## src/rtl/codec_sample_fifo_if.sv

```systemverilog
// Generator/codec-facing bundle for the sample FIFO: push handshake, frame strobe, flush, and status.
// The master modport is the player/codec side and the slave modport is the FIFO.
interface codec_sample_fifo_if #(
  parameter int WIDTH  = 18,
  parameter int ADDR_W = 4
);
  logic [WIDTH-1:0]  in_sample;
  logic              in_valid;
  logic              in_ready;
  logic              new_frame;
  logic              flush;
  logic [WIDTH-1:0]  sample_out;
  logic              streaming;
  logic [ADDR_W:0]   level;
  logic [15:0]       underrun_count;

  modport master (
    output in_sample, in_valid, new_frame, flush,
    input  in_ready, sample_out, streaming, level, underrun_count
  );

  modport slave (
    input  in_sample, in_valid, new_frame, flush,
    output in_ready, sample_out, streaming, level, underrun_count
  );
endinterface

```

## src/rtl/codec_sample_fifo.sv

```systemverilog
// Elastic sample FIFO between generator and AC97 codec; one pop per new_frame once prefilled.
// Pops are registered (sample_out valid the cycle after new_frame); in_ready drops when full or flushing.
module codec_sample_fifo #(
  parameter int WIDTH   = 18,
  parameter int DEPTH   = 16,
  parameter int ADDR_W  = 4,
  parameter int PREFILL = 8
) (
  input  logic               clk,
  input  logic               reset,
  codec_sample_fifo_if.slave bus
);
  typedef enum logic {S_FILL, S_STREAM} state_t;

  localparam logic [ADDR_W:0] DEPTH_L   = (ADDR_W+1)'(DEPTH);
  localparam logic [ADDR_W:0] PREFILL_L = (ADDR_W+1)'(PREFILL);

  state_t             state_q;
  logic               streaming_q;
  logic [ADDR_W-1:0]  wr_q, wr_d;
  logic [ADDR_W-1:0]  rd_q, rd_d;
  logic [ADDR_W:0]    level_q, level_d;
  logic [WIDTH-1:0]   sample_q;
  logic [15:0]        urun_q;
  logic [WIDTH-1:0]   mem_q [DEPTH];

  logic push, pop, underrun, frame_stream;

  assign bus.in_ready       = (level_q != DEPTH_L) && !bus.flush;
  assign bus.sample_out     = sample_q;
  assign bus.streaming      = streaming_q;
  assign bus.level          = level_q;
  assign bus.underrun_count = urun_q;

  always_comb begin
    push         = bus.in_valid && bus.in_ready;
    frame_stream = bus.new_frame && (state_q == S_STREAM) && !bus.flush;
    pop          = frame_stream && (level_q != '0);
    underrun     = frame_stream && (level_q == '0);
    wr_d         = push ? wr_q + 1'b1 : wr_q;
    rd_d         = pop  ? rd_q + 1'b1 : rd_q;
    level_d      = level_q;
    if (push && !pop) begin
      level_d = level_q + 1'b1;
    end else if (pop && !push) begin
      level_d = level_q - 1'b1;
    end
    if (bus.flush) begin
      wr_d    = '0;
      rd_d    = '0;
      level_d = '0;
    end
  end

  // Storage needs no reset; only occupied entries are ever read.
  always_ff @(posedge clk) begin
    if (push) begin
      mem_q[wr_q] <= bus.in_sample;
    end
  end

  always_ff @(posedge clk or posedge reset) begin
    if (reset) begin
      state_q     <= S_FILL;
      streaming_q <= 1'b0;
      wr_q        <= '0;
      rd_q        <= '0;
      level_q     <= '0;
      sample_q    <= '0;
      urun_q      <= '0;
    end else begin
      wr_q    <= wr_d;
      rd_q    <= rd_d;
      level_q <= level_d;
      if (bus.flush) begin
        state_q     <= S_FILL;
        streaming_q <= 1'b0;
        sample_q    <= '0;
      end else begin
        case (state_q)
          S_FILL: begin
            if (bus.new_frame) begin
              sample_q <= '0;
            end
            // Leaving FILL looks at the level before this edge's push lands.
            if (level_q >= PREFILL_L) begin
              state_q     <= S_STREAM;
              streaming_q <= 1'b1;
            end
          end
          S_STREAM: begin
            if (pop) begin
              sample_q <= mem_q[rd_q];
            end else if (underrun) begin
              sample_q    <= '0;
              state_q     <= S_FILL;
              streaming_q <= 1'b0;
              if (urun_q != 16'hFFFF) begin
                urun_q <= urun_q + 16'd1;
              end
            end
          end
          default: begin
            state_q     <= S_FILL;
            streaming_q <= 1'b0;
          end
        endcase
      end
    end
  end
endmodule

```

## src/flat_wrapper.sv

```systemverilog
// flat-port wrapper written by rule: the top's interface ports become plain ports
module codec_sample_fifo_flat 
#(
  parameter int WIDTH   = 18,
  parameter int DEPTH   = 16,
  parameter int ADDR_W  = 4,
  parameter int PREFILL = 8
)
  (clk, reset, bus_in_sample, bus_in_valid, bus_new_frame, bus_flush, bus_in_ready, bus_sample_out, bus_streaming, bus_level, bus_underrun_count);
  codec_sample_fifo_if #(.WIDTH(WIDTH), .ADDR_W(ADDR_W)) bus_i ();
  input  logic clk;
  input  logic reset;
  input wire logic [$bits(bus_i.in_sample)-1:0] bus_in_sample;
  input wire logic [$bits(bus_i.in_valid)-1:0] bus_in_valid;
  input wire logic [$bits(bus_i.new_frame)-1:0] bus_new_frame;
  input wire logic [$bits(bus_i.flush)-1:0] bus_flush;
  output wire logic [$bits(bus_i.in_ready)-1:0] bus_in_ready;
  output wire logic [$bits(bus_i.sample_out)-1:0] bus_sample_out;
  output wire logic [$bits(bus_i.streaming)-1:0] bus_streaming;
  output wire logic [$bits(bus_i.level)-1:0] bus_level;
  output wire logic [$bits(bus_i.underrun_count)-1:0] bus_underrun_count;
  assign bus_i.in_sample = bus_in_sample;
  assign bus_i.in_valid = bus_in_valid;
  assign bus_i.new_frame = bus_new_frame;
  assign bus_i.flush = bus_flush;
  assign bus_in_ready = bus_i.in_ready;
  assign bus_sample_out = bus_i.sample_out;
  assign bus_streaming = bus_i.streaming;
  assign bus_level = bus_i.level;
  assign bus_underrun_count = bus_i.underrun_count;
  codec_sample_fifo #(.WIDTH(WIDTH), .DEPTH(DEPTH), .ADDR_W(ADDR_W), .PREFILL(PREFILL)) u_core (.clk(clk), .reset(reset), .bus(bus_i));
endmodule
```

## config.mk

```make
export PLATFORM = sky130hd
export DESIGN_NAME = codec_sample_fifo_flat
export DESIGN_NICKNAME = d
export VERILOG_FILES = /design/src/rtl/codec_sample_fifo_if.sv /design/src/rtl/codec_sample_fifo.sv /design/src/flat_wrapper.sv
export SDC_FILE = /design/constraint.sdc
export NUM_CORES = 1
export LEC_CHECK = 0
export BUFFER_PORTS_ARGS = -buffer_cell sky130_fd_sc_hd__buf_2
export CAP_MARGIN = 40
export CORE_AREA = 2 2 175 177
export DETAILED_ROUTE_END_ITERATION = 10
export DIE_AREA = 0 0 177 179
export GPL_TIMING_DRIVEN = 0
export PLACE_DENSITY_LB_ADDON = 0.1
export SLEW_MARGIN = 20
export SYNTH_ARGS = -nofsm -noshare
export SYNTH_HDL_FRONTEND = slang
export SYNTH_SLANG_ARGS = --single-unit
```

## constraint.sdc

```tcl
create_clock -name clk -period 3.4 [get_ports clk]
set_clock_uncertainty 0.15 [all_clocks]
set_input_delay 0.68 -clock clk [delete_from_list [all_inputs] [get_ports clk]]
set_output_delay 0.68 -clock clk [all_outputs]
set_load 0.03 [all_outputs]
```

==> flow_metrics.env, run 1 <==
export IMPL_outcome="complete, no violations"
export IMPL_crit_buf_inv=1
export IMPL_finalHoldViolCount=0
export IMPL_wl_um=29800
export IMPL_setup_viol=0
export IMPL_cts_tree="done"
export IMPL_nets=819
export IMPL_clockRootBuffer="clkbuf_16"
export IMPL_placementRows=64
export IMPL_post_place_ws_ps=-209
export IMPL_fin_ws_ps=240
export IMPL_ys_seq_elements=337
export IMPL_hpwl_um=18200
export IMPL_fin_crit_ps=3160
export IMPL_leakage_nw=5.31
export IMPL_clk_latency_ps=520
export IMPL_clock_sinks=337
export IMPL_final_fill_count=2442
export IMPL_worst_path_largest_cell_delay_ps=480
export IMPL_synth_edf_count=288
export IMPL_yosysWarnings=0
export IMPL_vias_per_cell=5.60
export IMPL_synth_area_mm2=0.0132
export IMPL_crit_required_ps=3630
export IMPL_place_inst=1142
export IMPL_die_y_um=179
export IMPL_cap_viol_max_count=0
export IMPL_drive_gt1_frac=0.284
export IMPL_postCtsHoldBufs=0
export IMPL_powerDensity_mw_per_mm2=635
export IMPL_track_usage=0.194
export IMPL_grt_pass1_vias=6849
export IMPL_fin_crit_sh=0.929
export IMPL_remaining_drc_errors=0
export IMPL_grt_overflow=0
export IMPL_rsz0062_at_grt="no"
export IMPL_r2r_start="u_core.bus.level[1]"
export IMPL_hp_class="primary input to asynchronous set/reset pin"
export IMPL_area_growth_pct=15.7
export IMPL_ant_nets=0
export IMPL_dieArea_mm2=0.0317
export IMPL_cts_inserted_buffers=36
export IMPL_synthArstFlopShare=0.145
export IMPL_worstReg2RegEnd="u_core.bus.level[4]"
export IMPL_fmax_mhz=316
export IMPL_antenna_found_initial=0
export IMPL_cp_max_fo=10
export IMPL_cpMostUsedCell="or3_1"
export IMPL_path_class="flop to flop"
export IMPL_critPathSlowestCell="dfrtp_1"
export IMPL_syn_nets=711
export IMPL_syn_inst=677
export IMPL_cts_resized=0
export IMPL_fin_cells=1209
export IMPL_r2r_cells=10
export IMPL_clk_pin_slew_worst_paths_ps=60
export IMPL_wl_per_cell_um=24.6
export IMPL_maxSlewHeadroom=0.423
export IMPL_worst_pin_slew_ps=865
export IMPL_drt_initial_drc_count=484
export IMPL_slew_violations=0
export IMPL_ys_seq_area_frac=0.747
export IMPL_drt_first_pass_iters=5
export IMPL_ir_drop_mv=0.426
export IMPL_cp_startpoint="u_core.bus.level[1]"
export IMPL_postCtsSetupBuffers=0
export IMPL_crit_path_start_kind="flop"
export IMPL_arrival_ps=3390
export IMPL_vias=6768
export IMPL_gp_congestion=0.773
export IMPL_htreeDepth=2
export IMPL_cp_top_family="simple AND/OR/NAND/NOR gates"
export IMPL_ys_flop_type="edfxtp_1"
export IMPL_start_util=0.440
export IMPL_worstPathCellList="or3_1 -> o21a_1 -> clkbuf_2 -> nand2b_2 -> fa_1 -> a21o_1 -> a21oi_1 -> or3_1 -> and4b_1 -> a311o_1"
export IMPL_synth_area_per_cell_um2=19.5
export IMPL_grt_pass1_wl_um=43900
export IMPL_antenna_cells=0
export IMPL_cp_end_kind="flop"
export IMPL_io_pins=64
export IMPL_yosysUniqueCellTypes=46
export IMPL_port_buffers=62
export IMPL_clk_path_buf_depth=3
export IMPL_coreArea_mm2=0.0300
export IMPL_grt_max_degree=50
export IMPL_worst_r2r_setup_slack_ps=240
export IMPL_die_w_um=177
report_power, final:
part | leakage, nW | internal, mW | switching (mW)
logic | 1.50 | 0.548 | 0.721
registers | 3.26 | 4.62 | 0.107
clock network | 0.550 | 2.15 | 1.55
total | 5.31 | 7.31 | 2.38
layout make-up:
class | count | area [um^2] | area share
flip-flops and latches | 337 | 9870 | 0.646
multi-input cells | 299 | 3180 | 0.208
clock buffers | 46 | 991 | 0.0649
well taps | 396 | 495 | 0.0324
repair buffers | 70 | 415 | 0.0272
plain buffers | 33 | 156 | 0.0102
clock inverters | 20 | 136 | 0.00893
inverters | 8 | 32.5 | 0.00213
per-layer routing:
metal  global-route usage  part of all wire  vias up  routed length (um)
met3               0.0295             0.042       43                1240
met2                0.315              0.49      170               14600
met5                    0                 0        -                   0
met1                0.277              0.45     3588               13400
met4               0.0479             0.020        0                 598
li1                     -                 -     2967                   -
how the worst max path moves through the flow:
stage,to,depth (start not counted)
2_1_floorplan,u_core.bus.level[4],11
5_1_grt,u_core.bus.level[4],10
4_1_cts,u_core.bus.level[4],10
3_5_place_dp,u_core.bus.level[4],11
6_report,u_core.bus.level[4],10
3_3_place_gp,u_core.bus.level[4],11
through the flow:
| stage | power, mW | util | TNS [ps] | cell area [um^2] | hold WS, ps |
|---|---|---|---|---|---|
| after floorplan | 5.69 | - | 0 | 13200 | 366 |
| after detailed placement | 6.09 | 0.471 | -209 | 14100 | 342 |
| final | 9.70 | 0.509 | 0 | 15300 | 119 |
| after CTS | 9.79 | 0.508 | 0 | 15300 | 143 |
| after global routing | 10.1 | 0.509 | 0 | 15300 | 169 |
| after global placement | 6.02 | 0.467 | -1410 | 14000 | 328 |
cells in the final DEF, fill, tap and decap left out, types with 18 or more instances in the layout:
cell type and instances:
a22o_1 18, a22oi_1 36, buf_2 72, clkbuf_1 19, clkbuf_16 38, dfrtp_1 49
edfxtp_1 288, mux4_2 72, nand2_1 30, nor2_1 21
registers in the layout, summed over array words and instances, names as in the netlist:
name and cells:
u_core.bus.level 5, u_core.rd_q 4, u_core.state_q 1, u_core.wr_q 4, u_core.bus.sample_out 18, u_core.bus.streaming 1
u_core.bus.underrun_count 16, u_core.mem_q 288
worst register-to-register path, cell delays in order, from the launching register on:
cell and delay (ps):
dfrtp_1 480, or3_1 430, o21a_1 280, clkbuf_2 230, nand2b_2 160, fa_1 240, a21o_1 130, a21oi_1 90
or3_1 340, and4b_1 200, a311o_1 310
cells in the mapped netlist, drive strengths merged (2+ instances only):
cell type	number	share of area
nor3	8	0.0034
nor2	22	0.0063
a22o	18	0.012
and3	7	0.0033
nand4	5	0.0024
and2	9	0.0043
mux4	72	0.12
a21oi	8	0.0030
nand3	10	0.0038
buf	20	0.0081
clkbuf	13	0.0037
a21o	3	0.0017
dfrtp	49	0.093
and4	4	0.0027
edfxtp	288	0.65
nand2b	4	0.0019
xor2	14	0.0093
o21ai	6	0.0026
xnor2	7	0.0046
a31oi	2	0.00095
inv	8	0.0023
nand2	30	0.0085
ha	10	0.0095
or3	5	0.0024
nor2b	4	0.0019
a22oi	36	0.020
kinds of logic after synthesis:
kind of cell,Yosys count,share of synthesized area
adder cells (fa/ha/maj),11,0.0110
AND/OR/NAND/NOR,113,0.0441
XOR/XNOR,21,0.0139
multiplexers,74,0.124
AO/OA/AOI/OAI,80,0.0451
flip-flops,337,0.747
buffers and inverters,41,0.0140
No activity file was read; power rests on OpenSTA's default activity.
==> run 2, diff against run 1 <==
==> constraint.sdc (replaced) <==
create_clock -name clk -period 3.4 [get_ports clk]
set_clock_uncertainty 0.15 [all_clocks]
set_input_delay 0.17 -clock clk [delete_from_list [all_inputs] [get_ports clk]]
set_output_delay 0.17 -clock clk [all_outputs]
set_load 0.01 [all_outputs]
==> flow_metrics.env, run 2 (same netlist as run 1, synthesis figures left out) <==
export IMPL_hpwl_um=18200
export IMPL_drive_gt1_frac=0.277
export IMPL_vias=6834
export IMPL_fin_crit_ps=3160
export IMPL_r2r_cells=10
export IMPL_grt_max_degree=50
export IMPL_die_y_um=179
export IMPL_worst_r2r_setup_slack_ps=240
export IMPL_worstReg2RegEnd="u_core.bus.level[4]"
export IMPL_rsz0062_at_grt="no"
export IMPL_worst_pin_slew_ps=848
export IMPL_drt_initial_drc_count=467
export IMPL_cap_viol_max_count=0
export IMPL_gp_congestion=0.773
export IMPL_cts_tree="done"
export IMPL_cpMostUsedCell="or3_1"
export IMPL_powerDensity_mw_per_mm2=621
export IMPL_dieArea_mm2=0.0317
export IMPL_tns_ps=0
export IMPL_grt_overflow=0
export IMPL_vias_per_cell=5.56
export IMPL_critPathSlowestCell="dfrtp_1"
export IMPL_wl_per_cell_um=24.3
export IMPL_start_util=0.440
export IMPL_antenna_cells=0
export IMPL_hp_class="primary input to asynchronous set/reset pin"
export IMPL_clk_pin_slew_worst_paths_ps=60
export IMPL_remaining_drc_errors=0
export IMPL_worst_path_largest_cell_delay_ps=480
export IMPL_largest_reg_flops=288
export IMPL_crit_buf_inv=1
export IMPL_track_usage=0.195
export IMPL_io_pins=64
export IMPL_placementRows=64
export IMPL_grt_pass1_vias=6943
export IMPL_antenna_found_initial=0
export IMPL_path_class="flop to flop"
export IMPL_crit_path_start_kind="flop"
export IMPL_port_buffers=62
export IMPL_clockRootBuffer="clkbuf_16"
export IMPL_place_inst=1142
export IMPL_regMostFlops="u_core.mem_q"
export IMPL_postCtsSetupBuffers=0
export IMPL_htreeDepth=2
export IMPL_cp_top_family="simple AND/OR/NAND/NOR gates"
export IMPL_final_cell_mix="288 x edfxtp_1, 72 x buf_2, 72 x mux4_2, 49 x dfrtp_1, 38 x clkbuf_16"
export IMPL_fin_cells=1230
export IMPL_cp_max_fo=10
export IMPL_fin_crit_sh=0.929
export IMPL_clock_sinks=337
export IMPL_die_w_um=177
export IMPL_r2r_start="u_core.bus.level[1]"
export IMPL_fmax_mhz=317
export IMPL_finalHoldViolCount=0
export IMPL_coreArea_mm2=0.0300
export IMPL_crit_required_ps=3630
export IMPL_slew_violations=0
export IMPL_maxSlewHeadroom=0.435
export IMPL_setup_viol=0
export IMPL_leakage_nw=5.40
export IMPL_ant_nets=0
export IMPL_clk_latency_ps=520
export IMPL_arrival_ps=3390
export IMPL_worstPathCellList="or3_1 -> o21a_1 -> clkbuf_2 -> nand2b_2 -> fa_1 -> a21o_1 -> a21oi_1 -> or3_1 -> and4b_1 -> a311o_1"
export IMPL_outcome="complete, no violations"
export IMPL_wl_um=29900
export IMPL_area_growth_pct=17.2
export IMPL_clk_path_buf_depth=3
export IMPL_grt_pass1_wl_um=44200
export IMPL_drt_first_pass_iters=4
export IMPL_ir_drop_mv=0.425
export IMPL_cp_end_kind="flop"
export IMPL_cts_inserted_buffers=36
export IMPL_layout_commonest_cell="edfxtp_1"
export IMPL_nets=840
[run 2: cell count changes in the layout (fill, tap and decap cells not counted)]
cell           change
dlygate4sd3_1     +21
[run 2: report_power, final]
group	switching, mW	total, mW	internal [mW]
combinational	0.627	1.19	0.563
sequential	0.107	4.73	4.62
clock	1.55	3.70	2.15
total	2.28	9.61	7.33
[run 2: how the worst max path moves through the flow]
| stage | from | to | slack, ps | cells after the start |
|---|---|---|---|---|
| finish | u_core.bus.level[1] | u_core.bus.level[4] | 240 | 10 |
| global route | u_core.bus.level[1] | u_core.bus.level[4] | 90 | 10 |
| CTS | u_core.bus.level[0] | u_core.bus.level[4] | 90 | 10 |
| detailed placement | u_core.bus.level[0] | u_core.bus.level[4] | 110 | 10 |
| global placement | u_core.bus.level[1] | u_core.bus.level[4] | 160 | 10 |
| floorplan | u_core.bus.level[1] | u_core.bus.level[4] | 440 | 10 |
[run 2: layout make-up]
class | count | area, um^2
Buffer | 33 | 156
Clock buffer | 46 | 991
Clock inverter | 20 | 136
Fill cell | 2426 | 14500
Inverter | 8 | 32.5
Multi-Input combinational cell | 299 | 3180
Sequential cell | 337 | 9870
Tap cell | 396 | 495
Timing Repair Buffer | 91 | 626
[run 2: worst reg2reg max path: stages (launching register included)]
cell and delay, ps:
dfrtp_1 480, or3_1 430, o21a_1 280, clkbuf_2 230, nand2b_2 160, fa_1 240, a21o_1 130, a21oi_1 90
or3_1 340, and4b_1 200, a311o_1 310
[run 2: metal layers]
layer | vias to the layer above | share of wire | global-route usage
li1 | 3012 | - | -
met1 | 3608 | 0.45 | 0.278
met4 | 0 | 0.019 | 0.0479
met5 | - | 0 | 0
met2 | 173 | 0.49 | 0.317
met3 | 41 | 0.045 | 0.0295
[run 2: repair_timing]
| item | CTS | global route |
|---|---|---|
| hold endpoints to repair | 342 | 0 |
| hold buffers | 21 | 0 |
| setup endpoints to repair | 0 | 1 |
| resized for setup | 0 | 4 |
[run 2: through the flow]
stage | utilization | setup slack [ps] | cell area [um^2] | hold slack (ps) | total power, mW
2_1_floorplan | - | 443 | 13200 | 119 | 5.59
4_1_cts | 0.515 | 89.2 | 15500 | 160 | 9.72
3_3_place_gp | 0.467 | 164 | 14000 | 328 | 5.93
3_5_place_dp | 0.471 | 111 | 14100 | 185 | 5.99
6_report | 0.516 | 242 | 15500 | 161 | 9.61
5_1_grt | 0.516 | 91.6 | 15500 | 224 | 9.99
==> run 3, diff against run 2 <==
GPL_TIMING_DRIVEN = not set   (was 0)
==> flow_metrics.env, run 3 (same netlist as run 1, synthesis figures left out) <==
export IMPL_outcome="complete, no violations"
export IMPL_drive_gt1_frac=0.280
export IMPL_clk_latency_ps=510
export IMPL_drt_initial_drc_count=688
export IMPL_track_usage=0.190
export IMPL_fin_crit_ps=2900
export IMPL_area_growth_pct=17.8
export IMPL_hp_class="primary input to asynchronous set/reset pin"
export IMPL_fin_util=0.518
export IMPL_clk_path_buf_depth=3
export IMPL_worst_pin_slew_ps=771
export IMPL_rsz0062_at_grt="no"
export IMPL_cts_tree="done"
export IMPL_clk_pin_slew_worst_paths_ps=60
export IMPL_antenna_cells=0
export IMPL_fin_crit_sh=0.853
export IMPL_setup_viol=0
export IMPL_worstPathCellList="nor3_2 -> a21boi_2 -> nand2b_1 -> fa_1 -> a21o_1 -> a21oi_1 -> nand2_1 -> and4b_1 -> a311o_1"
export IMPL_cp_max_fo=7
export IMPL_antenna_found_initial=0
export IMPL_arrival_ps=3140
export IMPL_worst_path_largest_cell_delay_ps=470
export IMPL_maxSlewHeadroom=0.486
export IMPL_remaining_drc_errors=0
export IMPL_finalHoldViolCount=0
export IMPL_cts_inserted_buffers=36
export IMPL_start_util=0.440
export IMPL_vias=6834
export IMPL_grt_pass1_wl_um=43700
export IMPL_hpwl_um=17500
export IMPL_placementRows=64
export IMPL_final_fill_count=2434
export IMPL_clock_sinks=337
export IMPL_ant_nets=0
export IMPL_wl_um=29100
export IMPL_regMostFlops="u_core.mem_q"
export IMPL_grt_overflow=0
export IMPL_crit_path_start_kind="flop"
export IMPL_wl_per_cell_um=23.8
export IMPL_coreArea_mm2=0.0300
export IMPL_gp_congestion=0.778
export IMPL_layout_commonest_cell="edfxtp_1"
export IMPL_die_w_um=177
export IMPL_largest_reg_flops=288
export IMPL_grt_pass1_vias=7004
export IMPL_fmax_mhz=345
export IMPL_final_cell_mix="288 x edfxtp_1, 72 x mux4_2, 63 x buf_2, 47 x dfrtp_1, 37 x clkbuf_16"
export IMPL_postCtsSetupBuffers=0
export IMPL_clockRootBuffer="clkbuf_16"
export IMPL_cp_end_kind="flop"
export IMPL_nets=835
export IMPL_dieArea_mm2=0.0317
export IMPL_crit_required_ps=3640
export IMPL_critPathSlowestCell="dfrtp_1"
export IMPL_port_buffers=63
export IMPL_cap_viol_max_count=0
export IMPL_vias_per_cell=5.59
export IMPL_htreeDepth=2
export IMPL_path_class="flop to flop"
export IMPL_io_pins=64
export IMPL_grt_max_degree=65
export IMPL_tns_ps=0
export IMPL_drt_first_pass_iters=6
export IMPL_powerDensity_mw_per_mm2=618
export IMPL_slew_violations=0
export IMPL_die_y_um=179
export IMPL_ir_drop_mv=0.406
export IMPL_leakage_nw=5.44
## run 3: cell types whose count changed in the layout (fill, tap and decap cells not counted), moves of 3 or more
| cell | delta |
|---|---|
| and2_2 | -4 |
| and4_2 | -4 |
| clkbuf_1 | -11 |
| buf_6 | -4 |
| clkinvlp_4 | -3 |
| and2_1 | +4 |
| buf_4 | +22 |
| and4_1 | +4 |
| buf_1 | -5 |
| buf_2 | -9 |
| clkinv_2 | -4 |
## run 3: timing repair
action,CTS,global route
resized for setup,0,0
endpoints found under the hold margin,324,0
hold buffers,22,0
## run 3: area by class of cell
type                            instances  area [um^2]  area share
Clock inverter                         16          129     0.00828
Inverter                                8         30.0     0.00193
Clock buffer                           47          983      0.0632
Timing Repair Buffer                  119          878      0.0565
Sequential cell                       337         9880       0.635
Multi-Input combinational cell        299         3160       0.203
Tap cell                              396          495      0.0318
## run 3: path summary, 6_finish.rpt
path / cells after the start / end / slack [ps] / from
max in group asynchronous: 4 / u_core.rd_q[0] / 2100 / reset
hold / removal: 3 / u_core.bus.sample_out[5] / 190 / reset
setup reg to reg: 9 / u_core.bus.level[4] / 500 / u_core.bus.level[1]
min in group clk: 5 / u_core.wr_q[0] / 220 / bus_in_valid
hold reg to reg: 1 / u_core.bus.sample_out[0] / 350 / u_core.bus.sample_out[0]
setup / recovery: 9 / u_core.bus.level[4] / 500 / u_core.bus.level[1]
## run 3: report_power, final
group | total, mW | internal (mW) | leakage [nW] | switching (mW)
Sequential | 4.78 | 4.62 | 3.26 | 0.163
Clock | 3.71 | 2.19 | 0.547 | 1.52
Combinational | 1.12 | 0.575 | 1.64 | 0.545
Total | 9.61 | 7.38 | 5.44 | 2.23
## run 3: layer usage
layer	global-route usage	routed length, um	up-vias
li1	-	-	2994
met1	0.268	13000	3611
met2	0.306	14100	189
met3	0.0346	1470	40
met4	0.0486	547	0
met5	0	0	-
## run 3: critical path, delay by kind of cell, from the launching register on
family                   cells  cell delay [ps]
AND/OR/NAND/NOR              4              910
flip-flops                   1              470
AO/OA/AOI/OAI                4              810
adder cells (fa/ha/maj)      1              440
## run 3: per-stage QoR
stage	power, mW	area, um^2	setup slack [ps]	hold WS, ps	instances
final	9.61	15600	498	189	1222
after global routing	10.0	15600	312	246	1222
after CTS	9.73	15600	499	193	1222
after detailed placement	5.98	14200	508	203	1137
after global placement	5.94	14100	550	187	1129
after floorplan	5.59	13200	443	119	677
